**src/rtl/spi_slave_pkg.sv**
```systemverilog
// Shared constants and types for the SPI slave physical layer.
package spi_slave_pkg;

    localparam int SPI_BYTE_W        = 8;
    localparam int SPI_BITS_PER_BYTE = 8;
    localparam int SPI_CNT_W         = $clog2(SPI_BITS_PER_BYTE);

    typedef logic [SPI_BYTE_W-1:0] spi_byte_t;
    typedef logic [SPI_CNT_W-1:0]  spi_cnt_t;

    localparam spi_byte_t SPI_IDLE_BYTE = 8'hFF;
    localparam spi_cnt_t  SPI_LAST_BIT  = spi_cnt_t'(SPI_BITS_PER_BYTE - 1);

endpackage

```
**src/rtl/spi_sync_edge.sv**
```systemverilog
// N-stage synchroniser for an asynchronous input, with single-cycle rise/fall pulses
// derived from the last stage and a one-cycle delayed copy of it.
module spi_sync_edge #(
    parameter int   STAGES    = 2,
    parameter logic RESET_VAL = 1'b0
) (
    input  logic clk,
    input  logic rst_n,
    input  logic async_in,
    output logic level,
    output logic rise,
    output logic fall
);

    logic [STAGES-1:0] sync_q;
    logic              dly_q;

    // NOTE: sequential state uses non-blocking assignments so every flop samples pre-edge values.
    always_ff @(posedge clk or negedge rst_n) begin
        if (!rst_n) begin
            sync_q <= {STAGES{RESET_VAL}};
            dly_q  <= RESET_VAL;
        end else begin
            sync_q <= {sync_q[STAGES-2:0], async_in};
            dly_q  <= sync_q[STAGES-1];
        end
    end

    assign level = sync_q[STAGES-1];
    assign rise  = sync_q[STAGES-1] & ~dly_q;
    assign fall  = ~sync_q[STAGES-1] & dly_q;

endmodule

```
**src/rtl/simple_spi_slave_phy.sv**
```systemverilog
// SPI mode-0 slave PHY, MSB first, oversampled in the clk domain.
// Define SPI_SLAVE_MISO_TRISTATE_EN to float MISO while chip select is high.
module simple_spi_slave_phy
    import spi_slave_pkg::*;
#(
    parameter int SYNC_STAGES = 2,
    parameter int LOAD_DELAY  = 2
) (
    input  logic                  clk,
    input  logic                  rst_n,
    input  logic [SPI_BYTE_W-1:0] i_tx_byte,
    input  logic                  i_tx_ready,
    output logic [SPI_BYTE_W-1:0] o_rx_byte,
    output logic                  o_byte_received,
    output logic                  o_req_next_byte,
    input  logic                  i_spi_clk,
    input  logic                  i_spi_cs_n,
    input  logic                  i_spi_mosi,
    output logic                  o_spi_miso
);

    localparam int LD_W = $clog2(LOAD_DELAY + 1);

    logic sclk_level_unused, sclk_rise, sclk_fall;
    logic cs_level, cs_rise, cs_fall;
    logic mosi_level, mosi_rise_unused, mosi_fall_unused;

    spi_sync_edge #(.STAGES(SYNC_STAGES), .RESET_VAL(1'b0)) u_sync_sclk (
        .clk(clk), .rst_n(rst_n), .async_in(i_spi_clk),
        .level(sclk_level_unused), .rise(sclk_rise), .fall(sclk_fall)
    );

    spi_sync_edge #(.STAGES(SYNC_STAGES), .RESET_VAL(1'b1)) u_sync_cs (
        .clk(clk), .rst_n(rst_n), .async_in(i_spi_cs_n),
        .level(cs_level), .rise(cs_rise), .fall(cs_fall)
    );

    spi_sync_edge #(.STAGES(SYNC_STAGES), .RESET_VAL(1'b0)) u_sync_mosi (
        .clk(clk), .rst_n(rst_n), .async_in(i_spi_mosi),
        .level(mosi_level), .rise(mosi_rise_unused), .fall(mosi_fall_unused)
    );

    spi_cnt_t        bit_cnt;
    spi_byte_t       rx_shift;
    spi_byte_t       tx_shift;
    logic [LD_W-1:0] load_cnt;

    logic cs_active, shift_in, shift_out, byte_done, req_set, tx_load;

    // A CS rise leaves cs_level high, so it also masks any SCLK edge of the same cycle.
    assign cs_active = ~cs_level;
    assign shift_in  = sclk_rise & cs_active;
    assign shift_out = sclk_fall & cs_active & (bit_cnt != '0);
    assign byte_done = shift_in & (bit_cnt == SPI_LAST_BIT);
    assign req_set   = cs_fall | byte_done;
    assign tx_load   = cs_active & (load_cnt == LD_W'(1));

    always_ff @(posedge clk or negedge rst_n) begin
        if (!rst_n) begin
            bit_cnt         <= '0;
            rx_shift        <= '0;
            o_rx_byte       <= '0;
            o_byte_received <= 1'b0;
            o_req_next_byte <= 1'b0;
        end else begin
            o_byte_received <= 1'b0;
            o_req_next_byte <= req_set;
            if (cs_rise || cs_fall) begin
                bit_cnt <= '0;
            end else if (shift_in) begin
                rx_shift <= {rx_shift[SPI_BYTE_W-2:0], mosi_level};
                if (byte_done) begin
                    bit_cnt         <= '0;
                    o_rx_byte       <= {rx_shift[SPI_BYTE_W-2:0], mosi_level};
                    o_byte_received <= 1'b1;
                end else begin
                    bit_cnt <= bit_cnt + spi_cnt_t'(1);
                end
            end
        end
    end

    // The load countdown starts on the same edge that raises o_req_next_byte,
    // so the handler's byte is sampled LOAD_DELAY cycles after the pulse is seen.
    always_ff @(posedge clk or negedge rst_n) begin
        if (!rst_n) begin
            load_cnt <= '0;
            tx_shift <= SPI_IDLE_BYTE;
        end else if (cs_rise) begin
            load_cnt <= '0;
            tx_shift <= SPI_IDLE_BYTE;
        end else begin
            if (req_set) begin
                load_cnt <= LD_W'(LOAD_DELAY);
            end else if (load_cnt != '0) begin
                load_cnt <= load_cnt - LD_W'(1);
            end

            if (tx_load) begin
                tx_shift <= i_tx_ready ? i_tx_byte : SPI_IDLE_BYTE;
            end else if (shift_out) begin
                tx_shift <= {tx_shift[SPI_BYTE_W-2:0], 1'b1};
            end
        end
    end

`ifdef SPI_SLAVE_MISO_TRISTATE_EN
    assign o_spi_miso = cs_level ? 1'bz : tx_shift[SPI_BYTE_W-1];
`else
    assign o_spi_miso = cs_level ? 1'b1 : tx_shift[SPI_BYTE_W-1];
`endif

endmodule

```
**config.mk**
```make
export PLATFORM = sky130hd
export DESIGN_NAME = simple_spi_slave_phy
export DESIGN_NICKNAME = d
export VERILOG_FILES = /design/src/rtl/spi_slave_pkg.sv /design/src/rtl/spi_sync_edge.sv /design/src/rtl/simple_spi_slave_phy.sv
export SDC_FILE = /design/constraint.sdc
export NUM_CORES = 1
export LEC_CHECK = 0
export ABC_AREA = 1
export BUFFER_PORTS_ARGS = -buffer_cell sky130_fd_sc_hd__buf_2
export CAP_MARGIN = 0
export CORE_ASPECT_RATIO = 0.5
export CORE_MARGIN = 8
export CORE_UTILIZATION = 60
export DETAILED_ROUTE_END_ITERATION = 12
export PLACE_DENSITY = 0.95
export SLEW_MARGIN = 20
export SYNTH_ARGS = -nofsm -noshare
export SYNTH_HDL_FRONTEND = slang
export SYNTH_SLANG_ARGS = --single-unit
```
**constraint.sdc**
```tcl
create_clock -name clk -period 4.7 [get_ports clk]
set_clock_uncertainty 0.1 [all_clocks]
set_input_delay 0.705 -clock clk [delete_from_list [all_inputs] [get_ports clk]]
set_output_delay 0.705 -clock clk [all_outputs]
set_load 0.01 [all_outputs]
```
; ---- Word-level counts from Yosys, hierarchy flattened
; Index checks and enable logic that the tools add are counted.
[word_totals]
register_bits = 38
inputBits = 14
out_inout_bits = 11
elab_cells = 53
[op_classes]
add_sub_neg = 2
n_eq_ne = 2
n_mux = 14
bitwise = 15
n_reduce_logical = 8
[ops]
columns = cell, count
row1 = two-way mux 8 bit, 4
row2 = AND 1 bit, 9
row3 = two-way mux 3 bit, 3
row4 = nonzero test 3 bit, 3
row5 = two-way mux 2 bit, 3
row6 = NOT 1 bit, 5
row7 = two-way mux 1 bit, 4
row8 = nonzero test 2 bit, 2
row9 = adder 3 x 1 -> 3 bit (second input constant), 1
row10 = equality test 3 bit (second input constant), 1
row11 = AND reduction 3 bit, 1
row12 = equality test 2 x 1 -> 1 bit (second input constant), 1
row13 = AND reduction 2 bit, 1
row14 = subtractor 2 x 1 -> 2 bit (second input constant), 1
row15 = logical OR 1 bit, 1
row16 = OR 1 bit, 1

; ---- Depth between registers and ports, before layout
; Gate-level depths: netlist of the first run.
[depth]
depth_word = 7
mapped_depth = 8
ltp_nobuf = 8

; ---- By module
; Synthesis of the first run repeated with hierarchy kept, for this count alone.
[unflattened]
hier_cells = 198
area_unflattened_um2 = 1776.7
[by_module_without_submodules]
columns = mod, n_inst, cells_per_inst, area_per_inst_um2, seq_area_each_um2
row1 = simple_spi_slave_phy, 1, 177, 1502.7, 760.7
row2 = spi_sync_edge at u_sync_mosi ..., 2, 7, 90.1, 75.1
row3 = spi_sync_edge at u_sync_cs, 1, 7, 93.8, 78.8

; ---- Worst setup path after synthesis of the first run
; No wires, ideal clock.
[synth_path]
path_type = register to register
start = reg u_sync_cs.sync_q[1]
end = reg o_rx_byte[5]
arrival_ns = 1.426
required_ns = 4.482
path_slack_ns = 3.056
path_stages_with_launch = 7
period_less_slack_ns = 1.644
path_cell_list = dfstp_2 > inv_1 > ha_1 > nand4_2 > buf_6 > nand2_1 > o21ai_2
[synth_via]
elab_chain_len = 5
[synth_rtl]
columns = item, line_no
row1 = "start, declared", spi_sync_edge.sv:15  ; logic [STAGES-1:0] sync_q;
row2 = "start signal, assigned", spi_sync_edge.sv:21  ; sync_q <= {STAGES{RESET_VAL}};
row3 = "start signal, assigned", spi_sync_edge.sv:24  ; sync_q <= {sync_q[STAGES-2:0], async_in};
row4 = NOT 1 bit, "spi_sync_edge.sv:31, simple_spi_slave_phy.sv:51"
row5 = AND 1 bit, spi_sync_edge.sv:31  ; assign fall = ~sync_q[STAGES-1] & dly_q;
row6 = logical OR 1 bit, simple_spi_slave_phy.sv:68  ; if (cs_rise || cs_fall) begin
row7 = NOT 1 bit (no line), n/a
row8 = AND reduction 3 bit (no line) (*), n/a
row9 = "end signal, assigned", simple_spi_slave_phy.sv:74  ; o_rx_byte <= {rx_shift[SPI_BYTE_W-2:0], mosi_level};
row10 = "end, declared", simple_spi_slave_phy.sv:13  ; output logic [SPI_BYTE_W-1:0] o_rx_byte,
; Mark *: on every way between the ends. The rest lies on a longest branch, timed or not.
; A chain may end at the register's enable or synchronous reset.

; ---- Worst setup path in the final report of the first run
[layout_path]
start = reg u_sync_cs.sync_q[1]
end = out o_spi_miso
[layout_via]
elab_chain_len = 1
[layout_rtl]
columns = item, line_no
row1 = two-way mux 1 bit, simple_spi_slave_phy.sv:110  ; assign o_spi_miso = cs_level ? 1'b1 : tx_shift[SPI_BYTE_W-1];
row2 = "end, declared", simple_spi_slave_phy.sv:19  ; output logic o_spi_miso
; No other way between the ends.

==> results of run 1 <==
[worst paths after layout]
check	start	slack [ns]	to	depth (start not counted)
worst max-delay path	u_sync_cs.sync_q[1]	2.72	o_spi_miso	2
worst max register to register	u_sync_cs.sync_q[1]	2.77	o_rx_byte[5]	5
max in group asynchronous	rst_n	3.61	load_cnt[0]	1
worst min register to register	u_sync_sclk.sync_q[0]	0.25	u_sync_sclk.sync_q[1]	0
worst min-delay path	u_sync_sclk.sync_q[0]	0.25	u_sync_sclk.sync_q[1]	0
min in group asynchronous	rst_n	0.39	rx_shift[3]	1
[power by group]
group | total (uW) | switching (uW) | internal, uW
Clock | 232 | 114 | 118
Combinational | 212 | 133 | 78.4
Sequential | 446 | 34.8 | 411
[kinds of logic (layout without fill, tap and decap cells)]
kind of cell / count (synthesis) / count (layout) / synth area share [%]
AOI/OAI and AO/OA: 17 / 17 / 6.34
adders and majority gates: 7 / 7 / 4.99
buffers and inverters: 33 / 62 / 7.91
DFF: 38 / 38 / 55.0
and+or+nand+nor: 100 / 100 / 25.8
[synth_stat cells]
master     n  area (um^2)
a21oi_1    2         10.0
buf_6      2         22.5
clkbuf_1   1         3.75
clkinv_1   1         3.75
dfrtp_1   27          676
dfstp_2   11          289
ha_1       7         87.6
inv_1     29          109
nand2_1   68          255
nand2_2    1         6.26
nand2_4    1         11.3
nand3_1   20          100
nand3_2    1         10.0
nand4_2    1         12.5
nor2_1     3         11.3
nor2_2     1         6.26
nor2_4     3         33.8
o21ai_0    8         40.0
o21ai_2    7         61.3
or2_2      1         6.26
[flip-flops by register name (all words and copies together), names as in the netlist]
register	count
u_sync_sclk.sync_q	2
load_cnt	2
o_byte_received	1
o_rx_byte	8
u_sync_cs.sync_q	2
u_sync_mosi.sync_q	2
tx_shift	8
bit_cnt	3
o_req_next_byte	1
u_sync_cs.dly_q	1
u_sync_sclk.dly_q	1
rx_shift	7
[metal layers]
| metal | share of wire [%] | vias up |
|---|---|---|
| met1 | 44 | 638 |
| met5 | 0 | - |
| met2 | 48 | 33 |
| li1 | - | 657 |
| met4 | 2.7 | 0 |
| met3 | 5.2 | 11 |
[metrics by stage]
| stage | worst slack [ns] | util, % | power [uW] | hold slack, ns | cell area, um^2 |
|---|---|---|---|---|---|
| after detailed placement | 2.76 | 65.7 | 657 | 0.239 | 1900 |
| after floorplan | 3.06 | - | 598 | 0.231 | 1760 |
| final | 2.72 | 68.9 | 890 | 0.253 | 1990 |
| after global routing | 2.63 | 68.9 | 950 | 0.258 | 1990 |
| after global placement | 2.85 | 65.7 | 641 | 0.233 | 1900 |
| after CTS | 2.72 | 68.9 | 890 | 0.255 | 1990 |
[worst max-delay path, cell delays in order, from the launching register on]
cell and delay (ns):
dfstp_2 0.61, or2_2 0.14, buf_2 0.13
[final cells by class]
type | instances | area [um^2] | area share [%]
multi-input cells | 124 | 652 | 32.7
well taps | 40 | 50.0 | 2.51
inverters | 30 | 113 | 5.66
clock buffers | 7 | 86.3 | 4.34
clock inverters | 1 | 5.00 | 0.251
flip-flops and latches | 38 | 965 | 48.5
repair buffers | 24 | 120 | 6.03
==> impl_metrics.csv, run 1 <==
group,metric,value,unit
route,ant_nets,0,
grt,grtUsageMet2,27.2,%
worst_setup_path,critPathLaunchType,"flop",
logic_synthesis,synthCells,195,
route,wirelength,3620,um
grt,grt_start_max_net_pins,39,
sta,finalCriticalPeriod,1.98,ns
cts,post_cts_buffers,0,
cts,hold_buffers,0,
route,drt_iter0_drc,70,
power,power_density,447,nW/um^2
cts,cts-root-buf,"clkbuf_8",
layout,stdcell_count,264,
sta,finalHoldViolCount,0,
logic_synthesis,syn_area_per_cell,9.00,um^2
cts,cts_max_level,2,
worst_setup_path,worst_ep_arrival_time,1.17,ns
logic_synthesis,synth_nets,216,
route,via_count,1339,
logic_synthesis,syn-cell-area,1760,um^2
sta,rsz0062_at_grt,"false",
logic_synthesis,ys_warn_count,0,
layout,layout_common_cells,"nand2_1 (68), inv_1 (29), dfrtp_1 (27)",
die,rows,14,
die,io_pins,25,
layout,final_nets,244,
route,drc_errors,0,
grt,grt_remaining_overflow,0,
layout,drive_above_1_share,25.9,%
grt,grtUsageMet1,18.2,%
cts,cts_buffers,5,
placement,port_buffers,24,
die,dieWidth,92.5,um
logic_synthesis,ys_types,20,
die,dieHeight,54.2,um
worst_setup_path,cp_max_fo,6,
layout,layout_commonest_cell,"nand2_1",
cts,cts_resized,0,
cts,clk_pin_slew,0.07,ns
placement,dp_cells,256,
placement,dp_hpwl,2610,um
cts,cts_sinks,38,
sta,tns,0,ns
worst_setup_path,cp.required,3.89,ns
grt,grt_pass1_vias,1368,
sta,max_freq,0.505,GHz
placement,gp_congestion,0.820,
logic_synthesis,ys_ff_latch,38,
die,start_util,60.7,%
sta,slew_headroom,46.9,%
sta,setup_violations,0,
power,peakVddDrop,0.000227,V
sta,period_share,42.1,%
route,vias_per_cell,5.07,
die,dieArea,5020,um^2
layout,fillCellCount,226,
die,core-area,2890,um^2
status,run_status,"finished clean",
worst_setup_path,cp-end-kind,"output port",
worst_setup_path,crit_type,"flop to output port",
hold_path,min_path_type,"flop to flop",
grt,grt.met3_usage,4.92,%
route,routedWlPerCell,13.7,um
route,drt_pass1_iterations,4,
logic_synthesis,ys_seq_area_share,55.0,%
power,p_leak,0.00107,uW
job,max_cap_violations,0,
grt,grt_pass1_wl,6110,um
grt,grtUsageTotal,16.1,%
layout,area_delta_synth_final,13.4,%
grt,grt.busiest_layer,"met2",
sta,worst_pin_slew,0.796,ns
cts,clkLatencyLatePin,0.30,ns
cts,cts_buffer_depth,2,
cts,tritoncts,"yes",
sta,slew_viol_final,0,
grt,antenna_found_initial,0,
layout,antenna_cells,0,
Note: power is estimated with default switching activity, not from simulation.
==> inputs of run 2 (changes only) <==
--- a/config.mk
+++ b/config.mk
@@ -10,9 +10,9 @@
 export CAP_MARGIN = 0
 export CORE_ASPECT_RATIO = 0.5
 export CORE_MARGIN = 8
-export CORE_UTILIZATION = 60
+export CORE_UTILIZATION = 50
 export DETAILED_ROUTE_END_ITERATION = 12
-export PLACE_DENSITY = 0.95
+export PLACE_DENSITY = 0.86
 export SLEW_MARGIN = 20
 export SYNTH_ARGS = -nofsm -noshare
 export SYNTH_HDL_FRONTEND = slang
==> constraint.sdc (replaced) <==
create_clock -name clk -period 1.7 [get_ports clk]
set_clock_uncertainty 0.1 [all_clocks]
set_input_delay 0.255 -clock clk [delete_from_list [all_inputs] [get_ports clk]]
set_output_delay 0.255 -clock clk [all_outputs]
set_load 0.01 [all_outputs]
==> impl_metrics.csv, run 2 (synthesis results as in run 1) <==
group,metric,value,unit
status,run_status,"finished clean",
worst_setup_path,cp_num_cells,6,
cts,cts_max_level,2,
worst_setup_path,worstPathBufferInverterCount,2,
worst_setup_path,cp.required,1.79,ns
hold_path,hold_end,"tx_shift[0]",
die,dieHeight,57.9,um
cts,cts_buffers,5,
sta,max_freq,0.613,GHz
sta,finalHoldViolCount,0,
cts,clkLatencyLatePin,0.30,ns
worst_setup_path,path_delay_family,"flip-flops",
die,dieWidth,99.8,um
layout,seqCellArea,965,um^2
cts,clk_pin_slew,0.07,ns
layout,layout_common_cells,"nand2_1 (68), inv_1 (28), dfrtp_1 (27)",
worst_setup_path,critPathLaunchType,"flop",
route,met1_length,1500,um
route,wirelength,3530,um
cts,cts-root-buf,"clkbuf_8",
layout,multi_input_area,664,um^2
grt,grt_pass1_wl,5960,um
cts,cts_buffer_depth,2,
sta,hold-worst-slack,0.168,ns
worst_setup_path,cp-end-kind,"flop",
worst_setup_path,reg2reg_to,"o_rx_byte[1]",
die,io_pins,25,
layout,largestRegisters,"o_rx_byte: 8 flops, tx_shift: 8 flops, rx_shift: 7 flops",
worst_setup_path,crit_type,"flop to flop",
placement,dpl_cell_area,1950,um^2
cts,tritoncts,"yes",
sta,slew_viol_final,0,
placement,dp_hpwl,2500,um
worst_setup_path,ff2ff_setup_slack,0.07,ns
layout,antenna_cells,0,
sta,period_share,96.0,%
route,vias_per_cell,4.86,
sta,finalCriticalPeriod,1.63,ns
placement,gp_congestion,0.794,
layout,finalInstanceArea,2170,um^2
sta,worst_pin_slew,0.383,ns
worst_setup_path,timing.rr.start,"u_sync_cs.sync_q[1]",
grt,grt_pass1_vias,1371,
sta,slew_headroom,74.4,%
die,rows,15,
layout,layout_commonest_cell,"nand2_1",
route,topRoutingLayerUsed,"met4",
placement,port_buffers,24,
layout,final_nets,252,
route,drt_pass1_iterations,5,
hold_path,min_path_type,"primary input to flop",
worst_setup_path,slowest_stage,"dfstp_2",
route,wl_met3,237,um
sta,setup_violations,0,
grt,antenna_found_initial,0,
layout,fillCellCount,265,
worst_setup_path,startpoint,"u_sync_cs.sync_q[1]",
route,drc_errors,0,
route,ant_nets,0,
route,via_count,1376,
hold_path,min_from,"i_tx_byte[0]",
die,start_util,51.7,%
hold_path,holdPathStages,5,
layout,drive_above_1_share,28.0,%
die,dieArea,5780,um^2
power,p_leak,0.00114,uW
grt,grt_start_max_net_pins,39,
cts,cts_sinks,38,
worst_setup_path,cpPeakStageDelay,0.57,ns
worst_setup_path,path_cells,"inv_1 > ha_4 > nand4_2 > buf_8 > nand2_1 > o21ai_2",
power,peakVddDrop,0.000557,V
sta,tns,0,ns
layout,area_delta_synth_final,23.4,%
die,core-area,3400,um^2
route,routedWlPerCell,12.5,um
worst_setup_path,worst_ep_arrival_time,1.72,ns
grt,grt_remaining_overflow,0,
layout,final_util,63.8,%
worst_setup_path,r2r_cells,6,
grt,grtUsageTotal,13.2,%
power,power_density,1260,nW/um^2
route,routed-wl-met2,1720,um
job,max_cap_violations,0,
worst_setup_path,cp_max_fo,14,
route,drt_iter0_drc,79,
## run 2: cell count changes in the layout (fill, tap and decap cells not counted)
| cell | before | now |
|---|---|---|
| dlygate4sd3_1 | 0 | 4 |
| buf_12 | 0 | 2 |
| bufinv_16 | 0 | 2 |
| buf_4 | 0 | 1 |
| buf_8 | 0 | 1 |
| clkbuf_1 | 1 | 0 |
| clkbuf_8 | 6 | 5 |
| clkinv_2 | 1 | 0 |
| clkinv_4 | 0 | 1 |
| ha_1 | 7 | 6 |
| ha_4 | 0 | 1 |
| inv_1 | 29 | 28 |
| inv_2 | 0 | 1 |
## run 2: through the flow
step           std cells  worst slack [ns]  power [uW]
3_5_place_dp         270           -0.0298        1810
5_1_grt              283          -0.00502        2890
6_report             283            0.0687        2730
4_1_cts              283            0.0202        2750
3_3_place_gp         270            0.0265        1770
2_1_floorplan        195            0.0561        1650
## run 2: area by class of cell
| class | instances | area share (%) |
|---|---|---|
| Multi-Input combinational cell | 124 | 30.7 |
| Sequential cell | 38 | 44.5 |
| Clock inverter | 3 | 3.18 |
| Inverter | 30 | 5.20 |
| Tap cell | 51 | 2.95 |
| Clock buffer | 5 | 3.18 |
| Timing Repair Buffer | 32 | 10.3 |
## run 2: worst max-delay path by stage
stage / to
after floorplan: o_rx_byte[5]
after global placement: rx_shift[1]
after detailed placement: rx_shift[2]
after CTS: o_rx_byte[1]
after global routing: tx_shift[4]
final: o_rx_byte[1]
## run 2: what timing repair did
action,in CTS,in global routing
resized for setup,0,4
endpoints found under the setup margin,8,14
hold buffers,4,0
pin swaps,1,0
hold endpoints to repair,30,0
setup buffers,1,0
## run 2: power by group
group	internal, uW	switching [uW]	leakage [uW]
clock	588	325	0.0000683
sequential	1140	85.9	0.000472
combinational	233	360	0.000599
## run 2: worst min-delay path, delay by kind of cell
family        cells  cell delay [ns]
buf+inv           1             0.08
simple gates      4             0.19
## run 2: per-layer routing
| layer | GRT usage [%] | up-vias |
|---|---|---|
| met5 | 0 | - |
| met4 | 6.40 | 0 |
| met3 | 6.32 | 7 |
| met2 | 22.6 | 33 |
| met1 | 13.4 | 665 |
| li1 | - | 671 |
==> inputs of run 3 (changes only) <==
--- a/config.mk
+++ b/config.mk
@@ -10,9 +10,9 @@
 export CAP_MARGIN = 0
 export CORE_ASPECT_RATIO = 0.5
 export CORE_MARGIN = 8
-export CORE_UTILIZATION = 50
+export CORE_UTILIZATION = 40
 export DETAILED_ROUTE_END_ITERATION = 12
-export PLACE_DENSITY = 0.86
+export PLACE_DENSITY = 0.73
 export SLEW_MARGIN = 20
 export SYNTH_ARGS = -nofsm -noshare
 export SYNTH_HDL_FRONTEND = slang
==> impl_metrics.csv, run 3 (synthesis results as in run 1) <==
group,metric,value,unit
placement,dpl_cell_area,1950,um^2
power,power_density,1140,nW/um^2
sta,finalHoldViolCount,0,
layout,largestRegisters,"o_rx_byte: 8 flops, tx_shift: 8 flops, rx_shift: 7 flops",
placement,dp_hpwl,2390,um
layout,layout_commonest_cell,"nand2_1",
layout,stdcell_count,291,
hold_path,min_path_type,"primary input to flop",
power,p_switching,764,uW
cts,clkLatencyLatePin,0.29,ns
power,fin_total_pwr,2420,uW
placement,dp_cells,277,
worst_setup_path,crit_type,"flop to flop",
cts,tritoncts,"yes",
sta,worst_pin_slew,0.466,ns
grt,grtUsageMet1,12.3,%
route,ant_nets,0,
route,via_count,1302,
sta,hold-worst-slack,0.175,ns
grt,grtUsageMet2,17.4,%
power,swShare,31.6,%
status,run_status,"finished clean",
grt,grtUsageTotal,10.5,%
worst_setup_path,cp_max_fo,6,
sta,finalCriticalPeriod,1.63,ns
grt,grt_remaining_overflow,0,
worst_setup_path,critPathLaunchType,"flop",
sta,setup_violations,0,
worst_setup_path,cp.required,1.78,ns
cts,cts_buffer_depth,2,
die,rows,17,
layout,drive_above_1_share,28.2,%
cts,cts_sinks,38,
placement,port_buffers,24,
grt,grt_pass1_wl,5840,um
die,dieHeight,62.8,um
sta,slew_headroom,69.0,%
route,routedWlPerCell,11.6,um
worst_setup_path,cp-end-kind,"flop",
grt,grt.met3_usage,2.78,%
route,drt_pass1_iterations,4,
die,start_util,40.7,%
job,max_cap_violations,0,
power,seqPwrFrac,50.8,%
grt,grt.busiest_layer,"met2",
layout,antenna_cells,0,
grt,grt_pass1_vias,1307,
layout,layout_common_cells,"nand2_1 (68), inv_1 (28), dfrtp_1 (27)",
cts,cts_max_level,2,
power,peakVddDrop,0.000324,V
layout,area_delta_synth_final,20.4,%
die,dieArea,6890,um^2
route,drt_iter0_drc,58,
power,p_comb_share,24.5,%
sta,max_freq,0.613,GHz
route,vias_per_cell,4.47,
die,core-area,4320,um^2
sta,rsz0062_at_grt,"true",
die,dieWidth,110,um
power,intPower,1650,uW
cts,cts_buffers,5,
die,io_pins,25,
power,clock_power_share,24.8,%
cts,clk_pin_slew,0.08,ns
worst_setup_path,worst_ep_arrival_time,1.71,ns
route,wirelength,3390,um
grt,grt_start_max_net_pins,39,
layout,final_nets,254,
sta,period_share,96.0,%
layout,finalInstanceArea,2110,um^2
power,p_leak,0.00112,uW
sta,slew_viol_final,0,
route,drc_errors,0,
cts,cts-root-buf,"clkbuf_8",
grt,antenna_found_initial,0,
placement,gp_congestion,0.771,
[run 3: cell count changes in the layout (fill, tap and decap cells not counted), sizes merged]
| cell | change |
|---|---|
| clkinvlp | +1 |
| clkbuf | +1 |
| bufinv | -2 |
| buf | +2 |
[run 3: final timing paths]
kind                       cells past startpoint                     to  slack [ns]             startpoint
setup reg to reg                               6           o_rx_byte[7]        0.07    u_sync_cs.sync_q[1]
hold / removal                                 5            tx_shift[0]        0.18           i_tx_byte[0]
hold reg to reg                                0  u_sync_sclk.sync_q[1]        0.25  u_sync_sclk.sync_q[0]
max in group asynchronous                      3            tx_shift[1]        0.71                  rst_n
setup / recovery                               6           o_rx_byte[7]        0.07    u_sync_cs.sync_q[1]
min in group asynchronous                      3            rx_shift[1]        0.44                  rst_n
[run 3: cell type report]
| type | instances | area (um^2) |
|---|---|---|
| fillers | 407 | 2200 |
| clock inverters | 2 | 10.0 |
| multi-input cells | 124 | 657 |
| well taps | 57 | 71.3 |
| clock buffers | 6 | 72.6 |
| repair buffers | 34 | 221 |
| flip-flops and latches | 38 | 965 |
| inverters | 30 | 116 |
[run 3: power by group through the flow]
stage	Clock, uW	Combinational (uW)	Sequential, uW
5_1_grt	643	692	1240
6_report	599	592	1230
3_5_place_dp	0	566	1240
2_1_floorplan	0	436	1220
4_1_cts	613	580	1230
3_3_place_gp	0	537	1240
[run 3: critical path, stage by stage (launching register included)]
cell	delay [ns]
dfstp_2	0.58
inv_1	0.08
ha_1	0.33
nand4_2	0.12
buf_4	0.19
nand2_1	0.07
o21ai_2	0.05
[run 3: what timing repair did]
| item | CTS | global route |
|---|---|---|
| buffers inserted | 1 | 1 |
| pin swaps | 1 | 0 |
| resized for setup | 0 | 7 |
| endpoints found under the setup margin | 7 | 11 |
| hold buffers | 4 | 0 |
| endpoints found under the hold margin | 30 | 0 |
[run 3: routing by layer]
metal | share of wire (%) | vias to the layer above
li1 | - | 671
met1 | 48 | 609
met2 | 47 | 20
met3 | 4.0 | 2
met4 | 0.89 | 0
met5 | 0 | -
[run 3: per-stage QoR]
stage	util [%]	setup TNS, ns	worst slack [ns]
3_3_place_gp	45.2	0	0.0662
5_1_grt	48.9	-0.00318	-0.00318
3_5_place_dp	45.2	-0.0205	-0.0176
2_1_floorplan	-	0	0.0561
6_report	48.9	0	0.0673
4_1_cts	48.5	0	0.0380
